**src/rtl/div_issue_ctrl.sv**
```systemverilog
// Issue/writeback controller for the multi-cycle divider: latches one DIV/REM op,
// stalls the pipeline while the divider runs, and aborts on flush or watchdog expiry.
module div_issue_ctrl #(
    parameter int unsigned TIMEOUT = 40
) (
    input  logic        clk,
    input  logic        rst,
    input  logic        inst_valid_i,
    input  logic [2:0]  op_i,
    input  logic [31:0] reg1_rdata_i,
    input  logic [31:0] reg2_rdata_i,
    input  logic [4:0]  reg_waddr_i,
    input  logic        flush_i,
    input  logic        div_ready_i,
    input  logic [31:0] div_result_i,
    input  logic [4:0]  div_reg_waddr_i,
    output logic        div_start_o,
    output logic [31:0] div_dividend_o,
    output logic [31:0] div_divisor_o,
    output logic [2:0]  div_op_o,
    output logic [4:0]  div_reg_waddr_o,
    output logic        hold_o,
    output logic        reg_we_o,
    output logic [4:0]  reg_waddr_o,
    output logic [31:0] reg_wdata_o,
    output logic        timeout_o
);

    // state | meaning
    // IDLE  | waiting for a divide instruction in EX
    // RUN   | divider busy, pipeline held, watchdog counting
    // WB    | one-cycle regfile write of the captured result
    // ABORT | flush or watchdog: divider released, nothing written
    typedef enum logic [1:0] {S_IDLE, S_RUN, S_WB, S_ABORT} state_t;

    state_t      r_state;
    state_t      w_next;
    logic [5:0]  r_cnt;
    logic [2:0]  r_op;
    logic [31:0] r_dividend;
    logic [31:0] r_divisor;
    logic [4:0]  r_waddr;
    logic [31:0] r_result;
    logic        r_timeout;

    logic w_accept;
    logic w_match;
    logic w_expire;

    assign w_accept = !rst && (r_state == S_IDLE) && inst_valid_i && !flush_i;
    assign w_match  = (r_state == S_RUN) && div_ready_i && (div_reg_waddr_i == r_waddr);
    assign w_expire = (r_state == S_RUN) && (r_cnt == 6'(TIMEOUT - 1));

    always_ff @(posedge clk) begin
        if (rst) begin
            r_state <= S_IDLE;
        end else begin
            r_state <= w_next;
        end
    end

    // Priority in RUN: flush beats a completing divider, which beats the watchdog.
    always_comb begin
        w_next = r_state;
        case (r_state)
            S_IDLE:  if (w_accept) w_next = S_RUN;
            S_RUN: begin
                if (flush_i)       w_next = S_ABORT;
                else if (w_match)  w_next = S_WB;
                else if (w_expire) w_next = S_ABORT;
            end
            S_WB:    w_next = S_IDLE;
            S_ABORT: w_next = S_IDLE;
            default: w_next = S_IDLE;
        endcase
    end

    always_ff @(posedge clk) begin
        if (rst) begin
            r_cnt      <= '0;
            r_op       <= '0;
            r_dividend <= '0;
            r_divisor  <= '0;
            r_waddr    <= '0;
            r_result   <= '0;
            r_timeout  <= 1'b0;
        end else begin
            if (w_accept) begin
                r_op       <= op_i;
                r_dividend <= reg1_rdata_i;
                r_divisor  <= reg2_rdata_i;
                r_waddr    <= reg_waddr_i;
            end
            // Counter only advances in RUN; TIMEOUT <= 64 keeps it from wrapping.
            if (r_state == S_RUN) r_cnt <= r_cnt + 6'd1;
            else                  r_cnt <= '0;
            if (w_match && !flush_i) r_result <= div_result_i;
            r_timeout <= w_expire && !flush_i && !w_match;
        end
    end

    assign div_dividend_o  = r_dividend;
    assign div_divisor_o   = r_divisor;
    assign div_op_o        = r_op;
    assign div_reg_waddr_o = r_waddr;

    always_comb begin
        div_start_o = 1'b0;
        hold_o      = w_accept;
        reg_we_o    = 1'b0;
        reg_waddr_o = '0;
        reg_wdata_o = '0;
        timeout_o   = 1'b0;
        case (r_state)
            S_RUN: begin
                div_start_o = 1'b1;
                hold_o      = 1'b1;
            end
            S_WB: begin
                reg_we_o    = (r_waddr != 5'd0);
                reg_waddr_o = r_waddr;
                reg_wdata_o = (r_waddr != 5'd0) ? r_result : 32'd0;
            end
            S_ABORT: timeout_o = r_timeout;
            default: ;
        endcase
    end

endmodule
```
**config.mk**
```make
export PLATFORM = sky130hd
export DESIGN_NAME = div_issue_ctrl
export DESIGN_NICKNAME = d
export VERILOG_FILES = /design/src/rtl/div_issue_ctrl.sv
export SDC_FILE = /design/constraint.sdc
export NUM_CORES = 1
export LEC_CHECK = 0
export ABC_CLOCK_PERIOD_IN_PS = 4100
export BUFFER_PORTS_ARGS = -buffer_cell sky130_fd_sc_hd__buf_4
export CAP_MARGIN = 20
export CORE_ASPECT_RATIO = 1.4
export CORE_MARGIN = 10
export CORE_UTILIZATION = 40
export CTS_CLUSTER_SIZE = 40
export DETAILED_ROUTE_END_ITERATION = 12
export PLACE_DENSITY = 0.76
export REMOVE_ABC_BUFFERS = 1
export SYNTH_ARGS = -nofsm -noshare
export SYNTH_HDL_FRONTEND = slang
export SYNTH_SLANG_ARGS = --single-unit
```
**constraint.sdc**
```tcl
create_clock -name clk -period 4.1 [get_ports clk]
set_input_delay 0.615 -clock clk [delete_from_list [all_inputs] [get_ports clk]]
set_output_delay 0.615 -clock clk [all_outputs]
set_load 0.02 [all_outputs]
```
Word-level counts from Yosys, hierarchy flattened. Cells that the tools add are included.

Register bits after elaboration: 113. Logic and storage cells: 46. Output and inout bits: 113. Input port bits: 114.

Equality and inequality tests: 7. Reductions and logical operators: 17. $add $sub $neg: 1. Muxes and demuxes: 12. Bitwise operators: 1.

Operators by type and width (number): 32-bit 2-to-1 mux (2); 1-bit logical AND (9); 2-bit 2-to-1 mux (4); 6-bit by 1-bit adder with 6-bit output, second input constant (1); 6-bit == test, second input constant (1); 2-bit case mux with 3 select lines (1); 5-bit == test (1); 5-bit 2-to-1 mux (1); 5-bit nonzero test (1); 2-bit == test, second input constant (2); 1-bit 2-to-1 mux (4); 4-bit != test, second input constant (1); 2-bit OR reduction (2); 1-bit zero test (3); 2-bit by 1-bit == test with 1-bit output, second input constant (1); 2-bit zero test (1); 2-bit != test, second input constant (1); 2-bit AND reduction (1); 1-bit inverter (1).

Depth between registers and ports, before layout. Gate-level depths: netlist of run 1.

Depth after elaboration: 6. Gate-level depth with buffers: 6.

Worst setup path after synthesis of run 1. No wires, ideal clock.

Kind: register to output. Start: register r_waddr[0], in the netlist div_reg_waddr_o[0]. End: output port reg_wdata_o[22]. Cell stages (with the launch flop): 5. Slack: 1.942 ns. Path buffers: 1. Data arrival time: 1.543 ns. Cell sequence: dfxtp_1 -> or4_1 -> o21a_1 -> buf_2 -> and2_1.

Longest elaborated chain between the ends: 3.

Ends and longest elaborated chain: start: declaration (line 42) `logic [4:0] r_waddr;`; start signal: assignment (line 92) `r_waddr <= reg_waddr_i;`; 5-bit nonzero test (line 122) `reg_wdata_o = (r_waddr != 5'd0) ? r_result : 32'd0;`; 32-bit 2-to-1 mux (line 122); 32-bit 2-to-1 mux (line 114) `case (r_state)`; end: declaration (line 25) `output logic [31:0] reg_wdata_o,`.

Every way passes these cells.

Worst setup path after layout of run 1.
Start: register r_waddr[0], in the netlist div_reg_waddr_o[0]. End: output port reg_wdata_o[1].

Same word-level chain as after synthesis.

==> results of run 1 <==
==> state kept, by name, summed over array words and instances, names as in the netlist <==
| register | count |
|---|---|
| r_result | 32 |
| r_cnt | 6 |
| div_divisor_o | 32 |
| r_timeout | 1 |
| div_reg_waddr_o | 5 |
| div_dividend_o | 32 |
| div_op_o | 3 |
| r_state | 2 |
==> critical path: stages (launching register included) <==
cell     delay [ns]
dfxtp_1        0.34
or4_1          0.52
o21a_1         0.47
and2_1         0.32
buf_4          0.16
==> report_power, final <==
| part | internal [uW] | total [uW] | switching [uW] |
|---|---|---|---|
| Sequential | 1140 | 1160 | 23.6 |
| Combinational | 145 | 296 | 151 |
| Clock | 1110 | 1600 | 493 |
==> stage by stage <==
stage	TNS, ns	cells	hold WS [ns]
2_1_floorplan	-13.53	502	0.418
3_3_place_gp	0	873	0.431
3_5_place_dp	0	873	0.440
4_1_cts	0	905	0.388
5_1_grt	0	905	0.396
6_report	0	905	0.405
==> metal layers <==
layer	vias up	GRT usage, %
li1	2152	-
met2	158	28.5
met1	1871	17.1
met3	21	7.66
met4	0	6.85
met5	-	0
==> how the worst max path moves through the flow <==
stage | startpoint | endpoint | slack [ns] | cells after the start
after detailed placement | div_reg_waddr_o[0]$_SDFFE_PP0P_ | reg_wdata_o[12] | 1.68 | 4
after floorplan | flush_i | hold_o | -0.77 | 3
after CTS | div_reg_waddr_o[0]$_SDFFE_PP0P_ | reg_wdata_o[12] | 1.23 | 4
final | div_reg_waddr_o[0]$_SDFFE_PP0P_ | reg_wdata_o[1] | 1.26 | 4
after global placement | div_reg_waddr_o[0]$_SDFFE_PP0P_ | reg_wdata_o[13] | 1.76 | 4
after global routing | div_reg_waddr_o[0]$_SDFFE_PP0P_ | reg_wdata_o[0] | 1.11 | 4
==> cell usage after synthesis, drive strengths merged <==
cell type and n:
o21a 1, dfxtp 113, o21ai 72, inv 2, nand3 3, nand2b 1
nor3 1, and3 2, buf 19, nor4 1, o311a 1, nand4b 1
nand4 1, nor2 8, ha 1, mux2i 32, a2111oi 1, and2 37
dlygate4sd1 1, or4 1, or2 1, clkbuf 16, nand2 210, xor2 2
xnor2 7, and2b 2, nor4b 1
==> final cells by class <==
cell class	count	share of cell area [%]
Tap cell	141	2.58
Inverter	2	0.147
Timing Repair Buffer	230	25.5
Clock inverter	10	2.66
Sequential cell	113	33.1
Multi-Input combinational cell	387	29.2
Clock buffer	22	6.80
==> cells by family after synthesis <==
family / count (synthesis) / share of synthesized area (%)
buf+inv: 38 / 4.89
compound gates: 75 / 8.67
simple gates: 270 / 26.7
xor+xnor: 9 / 1.76
mux: 32 / 7.16
fa+ha+maj: 1 / 0.280
flops: 113 / 50.5
==> impl_metrics.ini, run 1 <==
[worst_setup_path]
end_kind = output port
start_kind = flip-flop
r2r-start = div_reg_waddr_o[4]$_SDFFE_PP0P_
r2r_setup_slack_ns = 2.33
critical_path.max_fanout = 33
critical_path_class = reg2out
critical_path_arrival_ns = 2.22
worstPathRequired_ns = 3.48
reg2reg_depth = 5
timing.rr.end = r_result[31]$_SDFFE_PP0N_

[drt]
viasPerCell = 4.64
routed_wl_um = 13500
top_layer = met4
drt_pass1_iterations = 4
wl_met2_um = 6850
wl_met1_um = 4970
num_vias = 4202
drc_errors = 0
wl_per_cell_um = 14.9
dr_wl_met3_um = 1410
postRouteAntennaNets = 0
first_iter_violations = 113

[sta]
hold_viol_final = 0
rsz0062_at_grt = no
fin_ws_ns = 1.26
period_minus_slack_ns = 2.84
finalSetupViolations = 0
skew_ns = 0.00604
fmax_mhz = 353
slew_headroom_pct = 44.1
min_period_over_period_pct = 69.1
tightest_slew_ns = 0.839
final_max_slew_viol_count = 0

[logic_synthesis]
syn_area_per_cell_um2 = 8.32
syn_inst = 538
synth_top_cell_by_area = dfxtp_1
ys_seq_area_share_pct = 50.5
yosysTopAreaCellShare_pct = 50.5
synthTopCellsByArea = dfxtp_1 51%, nand2_1 18%, mux2i_1 7.2%
syn-cell-area_um2 = 4480
yosysWarnings = 0
yosys.cell_types.count = 31
ys_ff_latch = 113

[placed_design]
io_buffers = 226
dp_hpwl_um = 10300
pre_cts_slack_ns = 1.68
placedInstanceArea_um2 = 6180
gp_congestion = 0.784

[die]
die_y_um = 145
row_count = 45
dieArea_um2 = 15900
ios = 227
initial_utilization_pct = 41.0
core_area_um2 = 10900
die_x_um = 109

[global_routing]
grt_usage_pct = 16.8
gr-total-overflow = 0
grt_max_degree = 145
grt_pass1_vias = 4275
antenna_found_initial = 0
grt_pass1_wl_um = 21300

[cts]
clock_latency_ns = 0.40
postCtsSetupRepairBufs = 0
h-tree-depth = 4
cts_tree = yes
cts_resized = 0
cts_buffer_depth = 2
cts.clk_slew.worst_paths_ns = 0.05
root_buffer = clkbuf_16
cts_buffers = 17
ctsHoldBuffers = 0
clock-sinks = 113

[final_layout]
regArea_um2 = 2260
areaGrowthSynthToFinish_pct = 52.6
filler_cell_count = 948
nNetsFinal = 866
multi_input_area_um2 = 1990
final_cell_mix = 229 x buf_4, 210 x nand2_1, 113 x dfxtp_1
design_area_um2 = 6830
fin_util_pct = 62.5
drive_gt1_share_pct = 35.2
layout_commonest_cell = buf_4
antennaDiodeCount = 0

[power]
leakagePower_uw = 0.00301
finalPower_uw = 3060
power.density_nw_per_um2 = 448
ir_drop_mv = 0.296

[hold_path]
hp-class = in2reg
min_to = div_dividend_o[6]$_SDFFE_PP0P_
holdCritStartpoint = reg1_rdata_i[6]
whs_path_depth = 3

[outcome]
status = completed

[run]
maxCapViolCount = 0
Note: power is estimated with default switching activity, not from simulation.
==> run 2: changes to the inputs <==
--- a/config.mk
+++ b/config.mk
@@ -5,7 +5,7 @@
 export SDC_FILE = /design/constraint.sdc
 export NUM_CORES = 1
 export LEC_CHECK = 0
-export ABC_CLOCK_PERIOD_IN_PS = 4100
+export ABC_CLOCK_PERIOD_IN_PS = 2750
 export BUFFER_PORTS_ARGS = -buffer_cell sky130_fd_sc_hd__buf_4
 export CAP_MARGIN = 20
 export CORE_ASPECT_RATIO = 1.4
==> constraint.sdc (replaced) <==
create_clock -name clk -period 2.75 [get_ports clk]
set_input_delay 0.4125 -clock clk [delete_from_list [all_inputs] [get_ports clk]]
set_output_delay 0.4125 -clock clk [all_outputs]
set_load 0.02 [all_outputs]
==> run 2 against run 1 <==
Compared with the run above: critical path depth unchanged; die area unchanged; clock-buffer cell count stayed put; hold slack got worse by 0.20 ns; core utilization up 0.21 points; sequential power up 50%; sequential share of layout area fell by 0.11 points; clock power rose by 51%; cell count is the same; critical endpoint is now reg_wdata_o[2]; largest cell class unchanged; largest power group unchanged.
==> impl_metrics.ini, run 2 (same netlist as run 1, synthesis figures left out) <==
[worst_setup_path]
reg2reg_depth = 5
critical_path_class = reg2out
critical_path_arrival_ns = 2.05
crit_path_max_incr_delay_ns = 0.53
worstPathCellList = or4_1, o21a_2, and2_1, buf_4
r2r_setup_slack_ns = 0.99
end_kind = output port
timing.rr.end = r_result[17]$_SDFFE_PP0N_
start_kind = flip-flop
worstPathRequired_ns = 2.34
r2r-start = div_reg_waddr_o[4]$_SDFFE_PP0P_
critical_path.max_fanout = 33
setup.worst_path.start = div_reg_waddr_o[0]$_SDFFE_PP0P_
slowest_stage = or4_1
crit_end = reg_wdata_o[2]

[final_layout]
design_area_um2 = 6850
finalNonFillerCells = 905
drive_gt1_share_pct = 35.5
multi_input_area_um2 = 2000
antennaDiodeCount = 0
layout_commonest_cell = buf_4
regArea_um2 = 2260
areaGrowthSynthToFinish_pct = 53.1
nNetsFinal = 866
filler_cell_count = 931
final_cell_mix = 228 x buf_4, 210 x nand2_1, 113 x dfxtp_1

[global_routing]
grt_max_degree = 89
gr-total-overflow = 0
met3_usage_pct = 9.03
gr-max-usage-layer = met2
met2_usage_pct = 28.8
use_met1_pct = 16.1
grt_pass1_vias = 4364
grt_pass1_wl_um = 21400
grt_usage_pct = 16.8
antenna_found_initial = 0

[drt]
routed_wl_um = 13600
wl_per_cell_um = 15.0
first_iter_violations = 75
drc_errors = 0
viasPerCell = 4.66
postRouteAntennaNets = 0
num_vias = 4214
drt_pass1_iterations = 4

[cts]
cts_resized = 0
postCtsSetupRepairBufs = 0
cts_buffer_depth = 2
ctsHoldBuffers = 0
h-tree-depth = 4
root_buffer = clkbuf_16
cts.clk_slew.worst_paths_ns = 0.06
cts_buffers = 17
clock-sinks = 113
clock_latency_ns = 0.40
cts_tree = yes

[placed_design]
dp_cells = 873
gp_congestion = 0.803
placedInstanceArea_um2 = 6190
io_buffers = 226
dp_hpwl_um = 10400

[sta]
skew_ns = 0.00588
rsz0062_at_grt = no
slew_headroom_pct = 60.0
finalSetupViolations = 0
final_max_slew_viol_count = 0
finalSetupTns_ns = 0
tightest_slew_ns = 0.600
hold_viol_final = 0
fmax_mhz = 407
min_period_over_period_pct = 89.4
period_minus_slack_ns = 2.46

[hold_path]
hp-class = in2reg
whs_path_depth = 3

[power]
leakagePower_uw = 0.00302
power.density_nw_per_um2 = 670
finalPower_uw = 4590
ir_drop_mv = 0.482

[die]
dieArea_um2 = 15900
ios = 227
die_x_um = 109
row_count = 45
die_y_um = 145
initial_utilization_pct = 41.0
core_area_um2 = 10900

[outcome]
status = completed

[run]
maxCapViolCount = 0
==> run 2: how the worst min path moves through the flow <==
stage	slack [ns]	to	start
after global placement	0.43	r_cnt[0]$_SDFF_PP0_	r_cnt[0]$_SDFF_PP0_
final	0.20	div_divisor_o[11]$_SDFFE_PP0P_	reg2_rdata_i[11]
after CTS	0.18	div_dividend_o[6]$_SDFFE_PP0P_	reg1_rdata_i[6]
after detailed placement	0.44	r_cnt[0]$_SDFF_PP0_	r_cnt[0]$_SDFF_PP0_
after global routing	0.19	div_divisor_o[26]$_SDFFE_PP0P_	reg2_rdata_i[26]
after floorplan	0.42	r_cnt[0]$_SDFF_PP0_	r_cnt[0]$_SDFF_PP0_
==> run 2: report_power, final <==
group / internal [uW] / switching [uW]
combinational: 218 / 227
clock: 1670 / 732
sequential: 1700 / 36.3
total: 3590 / 995
==> run 2: critical path, delay by kind of cell (launching register included) <==
kind / cells / cell delay [ns]
AND/OR/NAND/NOR: 2 / 0.77
AO/OA/AOI/OAI: 1 / 0.37
flip-flops: 1 / 0.34
buffers and inverters: 1 / 0.15
==> run 2: per-layer routing <==
metal  wire (um)  part of all wire (%)
met1        4750                    35
met2        6930                    51
met3        1560                    11
met4         350                   2.6
met5           0                     0
==> run 2: layout make-up <==
type                    instances  area share (%)
well taps                     141            2.58
multi-input cells             387            29.1
flip-flops and latches        113            33.0
clock inverters                10            2.63
clock buffers                  22            6.92
repair buffers                230            25.6
inverters                       2           0.146
==> run 2: stage by stage <==
stage | hold slack (ns) | util, % | worst slack (ns)
5_1_grt | 0.188 | 62.7 | 0.177
2_1_floorplan | 0.418 | - | -1.72
4_1_cts | 0.184 | 62.7 | 0.0572
3_3_place_gp | 0.431 | 56.7 | 0.613
3_5_place_dp | 0.439 | 56.7 | 0.495
6_report | 0.200 | 62.7 | 0.292
==> run 3: changes to the inputs <==
--- a/config.mk
+++ b/config.mk
@@ -5,6 +5,7 @@
 export SDC_FILE = /design/constraint.sdc
 export NUM_CORES = 1
 export LEC_CHECK = 0
+export ABC_AREA = 1
 export ABC_CLOCK_PERIOD_IN_PS = 2750
 export BUFFER_PORTS_ARGS = -buffer_cell sky130_fd_sc_hd__buf_4
 export CAP_MARGIN = 20
==> run 3 against run 2 <==
Compared with the run above: worst setup slack gained 0.30 ns; final area shrank 0.75%; sequential power is essentially flat; maximum frequency grew 14%; area after synthesis shrank 0.14%; via count grew 7.2%; synthesized cell count grew 18%; combinational power grew 11%; clock-buffer cell count shrank 2; global-route usage grew 0.62 points; clock skew grew 0.0045 ns; largest power group unchanged.
==> impl_metrics.ini, run 3 <==
[outcome]
status = completed

[logic_synthesis]
post-synth-top-count-cell = nand2_1
synthTopCellsByArea = dfxtp_1 51%, nand2_1 18%, nor2_1 9.5%
ys_async_sr_fraction_pct = 0
syn-cell-area_um2 = 4470
synth_compound_area_share_pct = 1.68
synthFlopType = dfxtp_1
ys_seq_area_share_pct = 50.6
synth_top_family_by_area = simple AND/OR/NAND/NOR gates
synth.area.mux_share_pct = 0
syn_area_per_cell_um2 = 7.02
synth_simple_gate_area_share_pct = 38.3
yosys.cell_types.count = 22
synth_xor_xnor_area_share_pct = 0.196
yosysWarnings = 0
syn_inst = 637
synth-edff-count = 0
synth_fa_ha_area_share_pct = 0.280
synth_top_cells_by_count = 210 x nand2_1, 113 x dfxtp_1, 113 x nor2_1
ys_ff_latch = 113
synth_top_cell_by_area = dfxtp_1
yosysTopAreaCellShare_pct = 50.6

[drt]
wl_per_cell_um = 14.0
routed_wl_um = 14100
drc_errors = 0
postRouteAntennaNets = 0
viasPerCell = 4.49
num_vias = 4518
drt_pass1_iterations = 4
first_iter_violations = 134

[cts]
cts_buffer_depth = 2
cts_resized = 0
cts.clk_slew.worst_paths_ns = 0.05
clock-sinks = 113
cts_tree = yes
cts_buffers = 17
h-tree-depth = 4
ctsHoldBuffers = 0
root_buffer = clkbuf_16
clock_latency_ns = 0.40
postCtsSetupRepairBufs = 0

[power]
leakagePower_uw = 0.00363
power.density_nw_per_um2 = 634
finalPower_uw = 4310
ir_drop_mv = 0.446

[final_layout]
antennaDiodeCount = 0
layout_commonest_cell = buf_4
final_cell_mix = 233 x buf_4, 210 x nand2_1, 113 x nor2_1, 113 x dfxtp_1, 72 x nand3_1
nNetsFinal = 969
areaGrowthSynthToFinish_pct = 52.1
drive_gt1_share_pct = 32.8
finalNonFillerCells = 1007
filler_cell_count = 1037

[global_routing]
antenna_found_initial = 0
gr-total-overflow = 0
grt_pass1_wl_um = 22200
grt_pass1_vias = 4340
grt_max_degree = 66
grt_usage_pct = 17.4

[die]
core_area_um2 = 10900
initial_utilization_pct = 41.1
die_x_um = 109
ios = 227
dieArea_um2 = 15900
row_count = 45
die_y_um = 145

[worst_setup_path]
critical_path_arrival_ns = 1.75
worstPathRequired_ns = 2.34
reg2reg_depth = 9
crit_path_max_incr_delay_ns = 0.34
start_kind = flip-flop
cp_top_family = simple AND/OR/NAND/NOR gates
critical_path_class = reg2out
end_kind = output port
worstPathCellList = nor3_1, nand3_1, nand2_1, buf_4, nor2_1, buf_4
crit_cells = 6
crit_buf_inv = 2
r2r_setup_slack_ns = 1.11
crit_top_cell = buf_4
critical_path.max_fanout = 33
slowest_stage = dfxtp_1

[hold_path]
hp-class = in2reg
whs_path_depth = 3

[placed_design]
dp_cells = 976
gp_congestion = 0.790
dp_hpwl_um = 10500
io_buffers = 226

[sta]
finalSetupTns_ns = 0
final_max_slew_viol_count = 0
skew_ns = 0.0104
timing.hold.ws_ns = 0.202
slew_headroom_pct = 55.1
min_period_over_period_pct = 78.5
tightest_slew_ns = 0.673
finalSetupViolations = 0
hold_viol_final = 0
rsz0062_at_grt = no
period_minus_slack_ns = 2.16
fmax_mhz = 463

[run]
maxCapViolCount = 0
-- run 3: cell count changes in the layout (fill, tap and decap cells not counted), moves of 8 or more --
cell	delta
nor2_1	+105
nand3_1	+69
inv_1	+48
o21ai_0	-41
and2_1	-37
mux2i_1	-32
o21ai_1	-24
nand2_2	+11
a21oi_1	+8
-- run 3: cells by family after synthesis --
logic type | Yosys count
simple gates | 415
buf+inv | 92
fa+ha+maj | 1
flops | 113
compound gates | 15
xor+xnor | 1
-- run 3: routing by layer --
layer  vias up  global-route usage (%)  share of wire, %
li1       2369                       -                 -
met3         7                    10.4                12
met1      1988                    18.4                38
met2       154                    28.1                49
met4         0                    5.09              0.84
met5         -                       0                 0
-- run 3: power by group --
group | internal (uW) | switching (uW) | total, uW | leakage, uW
Clock | 1340 | 725 | 2060 | 0.000267
Sequential | 1710 | 40.1 | 1750 | 0.000919
Combinational | 233 | 261 | 494 | 0.00244
-- run 3: layout make-up --
| type | instances | area, um2 | area share [%] |
|---|---|---|---|
| clock inverter | 11 | 115 | 1.69 |
| sequential | 113 | 2260 | 33.3 |
| clock buffer | 20 | 447 | 6.57 |
| multi-input combinational | 432 | 1820 | 26.7 |
| inverter | 56 | 211 | 3.11 |
| timing repair buffer | 234 | 1770 | 26.0 |
| tap | 141 | 176 | 2.59 |
-- run 3: final timing paths --
check                                                     start                        endpoint
worst max register to register  div_reg_waddr_o[1]$_SDFFE_PP0P_        r_result[8]$_SDFFE_PP0N_
worst min register to register              r_cnt[0]$_SDFF_PP0_             r_cnt[0]$_SDFF_PP0_
worst min-delay path                            reg1_rdata_i[4]  div_dividend_o[4]$_SDFFE_PP0P_
worst max-delay path            div_reg_waddr_o[1]$_SDFFE_PP0P_                  reg_wdata_o[4]
-- run 3: worst register-to-register path, stage by stage, from the launching register on --
cell and delay, ns:
dfxtp_1 0.34, inv_1 0.11, nand2_1 0.07, nand2_2 0.08, nor2_4 0.04, nand4_2 0.07
buf_4 0.54, nand2_1 0.15, nand2_1 0.09, nor2_1 0.04
-- run 3: metrics by stage --
stage	worst slack [ns]	utilization, %	cell area, um2
final	0.591	62.6	6800
after global routing	0.470	62.6	6800
after CTS	0.559	62.6	6800
after detailed placement	0.799	57.4	6240
after global placement	0.816	57.4	6240
after floorplan	-1.04	-	4280
